### src/rtl/lsu_mem_ctrl.sv
// Load/store sequencer between the execute stage and a word-wide single-port synchronous RAM.
// Sub-word stores are read-modify-write; loads are lane-extracted and sign/zero extended.
module lsu_mem_ctrl #(
  parameter int unsigned MEM_AW  = 10,
  parameter int unsigned RAM_LAT = 1
) (
  input  logic              clk_i,
  input  logic              rst_ni,
  input  logic              req_valid_i,
  output logic              req_ready_o,
  input  logic              req_we_i,
  input  logic [1:0]        req_width_i,
  input  logic              req_unsigned_i,
  input  logic [31:0]       req_addr_i,
  input  logic [31:0]       req_wdata_i,
  output logic              rsp_valid_o,
  output logic [31:0]       rsp_rdata_o,
  output logic              rsp_err_o,
  output logic              busy_o,
  output logic [MEM_AW-1:0] ram_addr_o,
  output logic              ram_we_o,
  output logic [31:0]       ram_wdata_o,
  input  logic [31:0]       ram_rdata_i
);

  localparam int unsigned CntW = $clog2(RAM_LAT + 1) + 1;

  typedef enum logic [1:0] {StIdle, StRd, StWr, StResp} state_e;

  state_e            state_q, state_d;
  logic [CntW-1:0]   cnt_q, cnt_d;
  logic [31:0]       word_q, word_d;
  logic              we_q;
  logic [1:0]        width_q;
  logic              uns_q;
  logic [1:0]        lane_q;
  logic              err_q;
  logic [31:0]       wdata_q;
  logic [MEM_AW-1:0] addr_q;

  logic              accept;
  logic              req_err;
  logic [31:0]       merged;
  logic [7:0]        byte_v;
  logic [15:0]       half_v;
  logic [31:0]       load_v;

  // Address bits above the RAM word range wrap silently.
  logic unused_addr;
  assign unused_addr = ^req_addr_i[31:MEM_AW+2];

  assign accept  = req_valid_i && (state_q == StIdle);
  assign req_err = (req_width_i == 2'b11) ||
                   ((req_width_i == 2'b01) && req_addr_i[0]) ||
                   ((req_width_i == 2'b10) && (req_addr_i[1:0] != 2'b00));

  always_ff @(posedge clk_i or negedge rst_ni) begin
    if (!rst_ni) begin
      state_q <= StIdle;
      cnt_q   <= '0;
      word_q  <= '0;
      we_q    <= 1'b0;
      width_q <= 2'b00;
      uns_q   <= 1'b0;
      lane_q  <= 2'b00;
      err_q   <= 1'b0;
      wdata_q <= '0;
      addr_q  <= '0;
    end else begin
      state_q <= state_d;
      cnt_q   <= cnt_d;
      word_q  <= word_d;
      if (accept) begin
        we_q    <= req_we_i;
        width_q <= req_width_i;
        uns_q   <= req_unsigned_i;
        lane_q  <= req_addr_i[1:0];
        err_q   <= req_err;
        wdata_q <= req_wdata_i;
        addr_q  <= req_addr_i[MEM_AW+1:2];
      end
    end
  end

  always_comb begin
    state_d = state_q;
    cnt_d   = cnt_q;
    word_d  = word_q;
    unique case (state_q)
      StIdle: begin
        cnt_d = '0;
        if (accept) begin
          if (req_err) begin
            state_d = StResp;
          end else if (req_we_i && (req_width_i == 2'b10)) begin
            state_d = StWr;
          end else begin
            state_d = StRd;
          end
        end
      end
      StRd: begin
        // Address is presented from the first RD cycle; data lands RAM_LAT cycles later.
        if (cnt_q == CntW'(RAM_LAT)) begin
          word_d  = ram_rdata_i;
          cnt_d   = '0;
          state_d = we_q ? StWr : StResp;
        end else begin
          cnt_d = cnt_q + CntW'(1);
        end
      end
      StWr:    state_d = StResp;
      StResp:  state_d = StIdle;
      default: state_d = StIdle;
    endcase
  end

  always_comb begin
    merged = word_q;
    unique case (width_q)
      2'b00:   merged[{lane_q, 3'b000} +: 8] = wdata_q[7:0];
      2'b01:   merged[{lane_q[1], 4'b0000} +: 16] = wdata_q[15:0];
      default: merged = wdata_q;
    endcase
  end

  assign byte_v = word_q[{lane_q, 3'b000} +: 8];
  assign half_v = word_q[{lane_q[1], 4'b0000} +: 16];

  always_comb begin
    unique case (width_q)
      2'b00:   load_v = {{24{~uns_q & byte_v[7]}}, byte_v};
      2'b01:   load_v = {{16{~uns_q & half_v[15]}}, half_v};
      default: load_v = word_q;
    endcase
  end

  assign req_ready_o = (state_q == StIdle);
  assign busy_o      = (state_q != StIdle);
  assign rsp_valid_o = (state_q == StResp);
  assign rsp_err_o   = (state_q == StResp) && err_q;
  assign rsp_rdata_o = ((state_q == StResp) && !we_q && !err_q) ? load_v : 32'h0;
  assign ram_we_o    = (state_q == StWr);
  assign ram_wdata_o = (state_q == StWr) ? merged : 32'h0;
  assign ram_addr_o  = addr_q;

endmodule

### config.mk
export PLATFORM = sky130hd
export DESIGN_NAME = lsu_mem_ctrl
export DESIGN_NICKNAME = d
export VERILOG_FILES = /design/src/rtl/lsu_mem_ctrl.sv
export SDC_FILE = /design/constraint.sdc
export NUM_CORES = 1
export LEC_CHECK = 0
export ABC_AREA = 1
export CELL_PAD_IN_SITES_DETAIL_PLACEMENT = 1
export CELL_PAD_IN_SITES_GLOBAL_PLACEMENT = 1
export CORE_MARGIN = 2
export CORE_UTILIZATION = 30
export DETAILED_ROUTE_END_ITERATION = 12
export GPL_ROUTABILITY_DRIVEN = 0
export PLACE_DENSITY = 0.74
export SLEW_MARGIN = 20
export SYNTH_ARGS = -nofsm -noshare
export SYNTH_HDL_FRONTEND = slang
export SYNTH_SLANG_ARGS = --single-unit
export TNS_END_PERCENT = 5
### constraint.sdc
create_clock -name clk_i -period 7 [get_ports clk_i]
set_input_delay 1.75 -clock clk_i [delete_from_list [all_inputs] [get_ports clk_i]]
set_output_delay 1.75 -clock clk_i [all_outputs]
set_load 0.01 [all_outputs]
==> summary.md, run 1 <==
| Metric | Value |
|---|---|
| 1st-pass router iterations | `5` |
| Core area | `18,000 um^2` |
| GRT Util Overall | `22.5%` |
| Switching part of the total | `49.5%` |
| Setup violators final | `0` |
| Placed Area | `7220 um^2` |
| Max IR drop VDD | `0.167 mV` |
| Clk_skew | `0.00247 ns` |
| Row Count | `49` |
| Cell area after layout | `7520 um^2` |
| Max-cap violation count | `0` |
| Hold path cells | `2` |
| Crit path cell chain | `buf_4 > inv_1 > ha_1 > inv_1 > nor2_1 > nand3_1 > a21oi_1 > nor2_1 > nor2_1 > clkdlybuf4s50_1` |
| Seq/Total Area, Yosys | `38.5%` |
| Mapped Cells | `799` |
| Final hold vios | `0` |
| Chip width | `140 um` |
| Crit-path max FO | `37` |
| CTS tree | `built` |
| Hold endpoint | `wdata_q[26]$_DFFE_PN0P_` |
| CP startpoint | `lane_q[0]$_DFFE_PN0P_` |
| Startpoint Class | `flip-flop` |
| Logic pwr share | `57.0%` |
| FF/Latch Area | `2130 um^2` |
| Setup_tns | `0 ns` |
| DRC errors left | `0` |
| Clock sink count | `85` |
| Initial antenna violation count | `0` |
| Final wirelength | `21,900 um` |
| Root buffer cell | `clkbuf_16` |
| Diode count | `0` |
| Slew Limit Fails | `0` |
| DPL Wire Length | `15,700 um` |
| Top cell type by total area after synthesis | `dfrtp_1` |
| RSZ-0062 raised after global routing | `no` |
| Power Density | `478 nW/um^2` |
| Hold_buf cts | `0` |
| Slew HR | `32.9%` |
| CP Capture Type | `output pin` |
| Crit path DAT | `3.83 ns` |
| Area growth syn-to-layout | `36.2%` |
| Synthesized area per cell | `6.91 um^2` |
| Reg-to-reg slack, setup | `4.63 ns` |
| Hold wc startpoint | `wdata_q[26]$_DFFE_PN0P_` |
| Tcrit/Tclk final | `79.7%` |
| Fillers | `2,266` |
| Reg2reg end | `state_q[0]$_DFFE_PN0P_` |
| Commonest cells after routing, fill and taps aside | `214 x nand2_1, 160 x clkdlybuf4s50_1, 100 x o21ai_0` |
| Ports | `182` |
| Worst-Margin Slew | `1.01 ns` |
| RR Startpoint | `state_q[0]$_DFFE_PN0P_` |
| Critical-path top delay cell | `ha_1` |
| Seq cells post-synth | `85` |
| Critical Path Most Common Cell | `nor2_1` |
| Classification of the worst-slack hold path | `reg -> reg` |
| Post-Syn Area | `5520 um^2` |
| CTS max path bufs | `2` |
| Layout net count | `1,040` |
| Drt via density | `5.17` |
| Clk pwr share | `13.7%` |
| CP required | `5.25 ns` |
| Post-CTS Resized | `0` |
| CTS H-tree lvls | `3` |
| Share of the synthesized area in the top cell type | `38.5%` |
| Tmin final | `5.58 ns` |
| Post-synthesis net count | `911` |
| GRT overflow | `0` |
| Detail Route Antenna Nets | `0` |
| PortBufs | `161` |
| Vias in the first global route | `6,177` |
| Worst-Skew Late Latency | `0.35 ns` |
| Most common library cell in the layout ignoring fill and taps | `nand2_1` |
| Fmax achieved | `0.179 GHz` |
| CP max stage delay | `0.63 ns` |
| CTS Buf Count | `9` |
| Seq pwr share | `29.3%` |
| Die height | `140 um` |
| Internal | `1.81 mW` |
| Yosys warning count | `0` |
| Postcts setup bufs | `0` |
| Multi-input logic area | `2950 um^2` |
| Largest net degree at the start of global routing | `55` |
| Yosys cell types | `32` |
| Crit Path Class | `reg -> out` |
| Initial DRC count | `376` |
| Clock transition at path regs | `0.06 ns` |
| Starting density of the core | `30.6%` |
| First-pass GRT wire length | `34,400 um` |
| Leak pwr | `3.27 nW` |
| Area contributors post-synth | `dfrtp_1 39%, nand2_1 15%, o21ai_0 9.1%, a21oi_1 8.7%, nor2_1 5.9%` |
| Status | `finished, final reports clean` |
| WL/cell | `18.8 um` |
| Total Die Area | `19,500 um^2` |
| Sw power | `1.78 mW` |
| R2R depth | `8` |
| Via count | `6,007` |
| Layout cells sized above 1 | `5.25%` |
[per-layer routing]
layer  global-route usage [%]  share of wire (%)  vias to the layer above
li1                         -                  -                     2907
met5                        0                  0                        -
met3                     3.10                5.3                       31
met4                     8.05                2.2                        0
met1                     30.6                 46                     2868
met2                     36.7                 47                      201
[through the flow]
step           setup slack (ns)  cells  power, mW  hold WS, ns  util [%]
3_3_place_gp               1.88   1146       3.06        0.464      40.1
3_5_place_dp               1.85   1146       3.10        0.468      40.1
5_1_grt                    1.20   1162       3.90        0.508      41.7
4_1_cts                    1.48   1162       3.61        0.485      41.7
6_report                   1.42   1162       3.60        0.480      41.7
2_1_floorplan              3.19    799       2.23        0.449         -
[worst max path at each step]
stage / end / cells past startpoint
finish: ram_wdata_o[22] / 10
global route: ram_wdata_o[18] / 10
CTS: rsp_rdata_o[30] / 7
detailed placement: rsp_rdata_o[30] / 7
global placement: ram_wdata_o[8] / 8
floorplan: ram_wdata_o[3] / 10
[Yosys cell counts, drive strengths merged]
| cell type | n |
|---|---|
| a211oi | 4 |
| a21oi | 96 |
| a31oi | 14 |
| buf | 23 |
| clkbuf | 25 |
| clkinv | 3 |
| dfrtp | 85 |
| ha | 9 |
| inv | 54 |
| mux2 | 13 |
| nand2 | 217 |
| nand3 | 41 |
| nand4 | 4 |
| nor2 | 90 |
| nor3 | 1 |
| o211ai | 4 |
| o21ai | 110 |
| o221ai | 4 |
| o31ai | 2 |
[registers in the layout, summed over array words and instances, names as in the netlist]
register and cells:
lane_q 2, ram_addr_o 10, state_q 2, err_q 1
we_q 1, cnt_q 2, uns_q 1, wdata_q 32
width_q 2, word_q 32
[kinds of logic (layout without fill, tap and decap cells)]
group | after synthesis | in the layout | share of synthesized area, %
and+or+nand+nor | 353 | 353 | 26.1
AOI/OAI and AO/OA | 234 | 234 | 22.5
buffers and inverters | 105 | 239 | 8.18
DFF | 85 | 85 | 38.5
muxes | 13 | 13 | 2.65
adders and majority gates | 9 | 9 | 2.04
[worst max-delay path, delay by kind of cell, from the launching register on]
family,cells,cell delay (ns)
AOI/OAI and AO/OA,1,0.17
adders and majority gates,1,0.63
buffers and inverters,4,1.39
DFF,1,0.32
and+or+nand+nor,4,0.95
[power groups by stage]
stage	registers (mW)	logic [mW]	clock network (mW)
2_1_floorplan	0.911	1.32	0
3_5_place_dp	1.06	2.05	0
4_1_cts	1.05	2.06	0.505
3_3_place_gp	1.05	2.01	0
5_1_grt	1.09	2.29	0.521
6_report	1.05	2.05	0.493
[cell type report]
cell class                      instances  share of cell area, %
Clock buffer                           12                   3.28
Clock inverter                          4                  0.632
Inverter                               57                   2.88
Multi-Input combinational cell        609                   39.2
Sequential cell                        85                   28.3
Tap cell                              229                   3.81
Timing Repair Buffer                  166                   21.9
(Power assumes the default switching activity.)
==> inputs of run 2 (changes only) <==
- clock period: 7 -> 5.8 ns (I/O delays scaled with it)
==> summary.md, run 2 (same netlist as run 1, synthesis figures left out) <==
| Metric | Value |
|---|---|
| 1st-pass router iterations | `4` |
| Vias in the first global route | `6,134` |
| Most common library cell in the layout ignoring fill and taps | `nand2_1` |
| Crit-path max FO | `37` |
| Final core occ | `42.0%` |
| Worst-Skew Late Latency | `0.36 ns` |
| Area growth syn-to-layout | `37.3%` |
| Worst-Margin Slew | `0.962 ns` |
| Commonest cells after routing, fill and taps aside | `214 x nand2_1, 160 x clkdlybuf4s50_1, 100 x o21ai_0` |
| Fmax achieved | `0.205 GHz` |
| GRT overflow | `0` |
| Detail Route Antenna Nets | `0` |
| Post-CTS Resized | `0` |
| Core area | `18,000 um^2` |
| Crit Path Class | `reg -> out` |
| PortBufs | `161` |
| First-pass GRT wire length | `34,200 um` |
| Diode count | `0` |
| Slew Limit Fails | `0` |
| Tcrit/Tclk final | `84.0%` |
| Multi-input logic area | `2950 um^2` |
| CP required | `4.35 ns` |
| Setup violators final | `0` |
| Final wirelength | `21,500 um` |
| CTS tree | `built` |
| Postcts setup bufs | `0` |
| Largest net degree at the start of global routing | `59` |
| Max IR drop VDD | `0.188 mV` |
| DRC errors left | `0` |
| Total chip power | `4.41 mW` |
| CP Capture Type | `output pin` |
| Layout cells sized above 1 | `5.87%` |
| Layout net count | `1,044` |
| RSZ-0062 raised after global routing | `no` |
| Startpoint Class | `flip-flop` |
| Drt via density | `5.14` |
| Starting density of the core | `30.6%` |
| Tmin final | `4.87 ns` |
| Final hold vios | `0` |
| Clock transition at path regs | `0.06 ns` |
| WL/cell | `18.4 um` |
| Total Die Area | `19,500 um^2` |
| CTS H-tree lvls | `3` |
| Clock sink count | `85` |
| DP Worst Slack | `1.33 ns` |
| DPL Wire Length | `15,600 um` |
| Status | `finished, final reports clean` |
| Max-cap violation count | `0` |
| Slew HR | `35.8%` |
| Root buffer cell | `clkbuf_16` |
| Ports | `182` |
| Initial DRC count | `367` |
| Row Count | `49` |
| Final setup margin | `0.931 ns` |
| Crit path DAT | `3.42 ns` |
| CTS Buf Count | `9` |
| Classification of the worst-slack hold path | `reg -> reg` |
| GRT Util Overall | `22.3%` |
| Setup_tns | `0 ns` |
| Via count | `5,989` |
| Die height | `140 um` |
| Power Density | `582 nW/um^2` |
| Clk_skew | `0.00539 ns` |
| Chip width | `140 um` |
| CTS max path bufs | `2` |
| Initial antenna violation count | `0` |
| FF/Latch Area | `2130 um^2` |
| Leak pwr | `3.31 nW` |
| Fillers | `2,317` |
| Hold_buf cts | `0` |
run 2: final timing paths:
path | from | to | slack, ns | depth (start not counted)
setup / recovery | lane_q[0]$_DFFE_PN0P_ | ram_wdata_o[4] | 0.93 | 8
hold / removal | ram_addr_o[7]$_DFFE_PN0P_ | ram_addr_o[7]$_DFFE_PN0P_ | 0.48 | 2
setup reg to reg | state_q[0]$_DFFE_PN0P_ | state_q[0]$_DFFE_PN0P_ | 3.45 | 8
hold reg to reg | ram_addr_o[7]$_DFFE_PN0P_ | ram_addr_o[7]$_DFFE_PN0P_ | 0.48 | 2
max in group asynchronous | rst_ni | word_q[26]$_DFFE_PN0P_ | 3.68 | 2
min in group asynchronous | rst_ni | wdata_q[1]$_DFFE_PN0P_ | 1.01 | 1
run 2: per-layer routing:
layer	up-vias	part of all wire [%]	track usage, %
li1	2910	-	-
met1	2883	46	30.5
met2	169	47	36.2
met3	27	5.0	3.65
met4	0	2.0	7.42
met5	-	0	0
run 2: critical path, stage by stage (launching register included):
cell	delay, ns
dfrtp_1	0.32
buf_4	0.33
inv_1	0.30
ha_1	0.39
buf_4	0.19
nor2_1	0.43
nand3_1	0.14
a211oi_1	0.33
clkdlybuf4s50_1	0.61
run 2: cell type report:
cell class	count	share of cell area, %
Clock inverter	6	1.14
Timing Repair Buffer	170	22.1
Inverter	57	2.86
Clock buffer	10	3.15
Sequential cell	85	28.1
Multi-Input combinational cell	609	38.9
Tap cell	229	3.78
run 2: power breakdown:
part / internal, mW / switching, mW / total [mW]
combinational: 0.984 / 1.52 / 2.51
sequential: 0.878 / 0.378 / 1.26
clock: 0.388 / 0.263 / 0.651
total: 2.25 / 2.16 / 4.41
run 2: per-stage QoR:
| stage | cells | hold slack [ns] | instance area [um^2] |
|---|---|---|---|
| finish | 1166 | 0.480 | 7580 |
| global route | 1166 | 0.511 | 7580 |
| CTS | 1166 | 0.486 | 7580 |
| detailed placement | 1150 | 0.469 | 7250 |
| global placement | 1150 | 0.461 | 7250 |
| floorplan | 799 | 0.449 | 5520 |
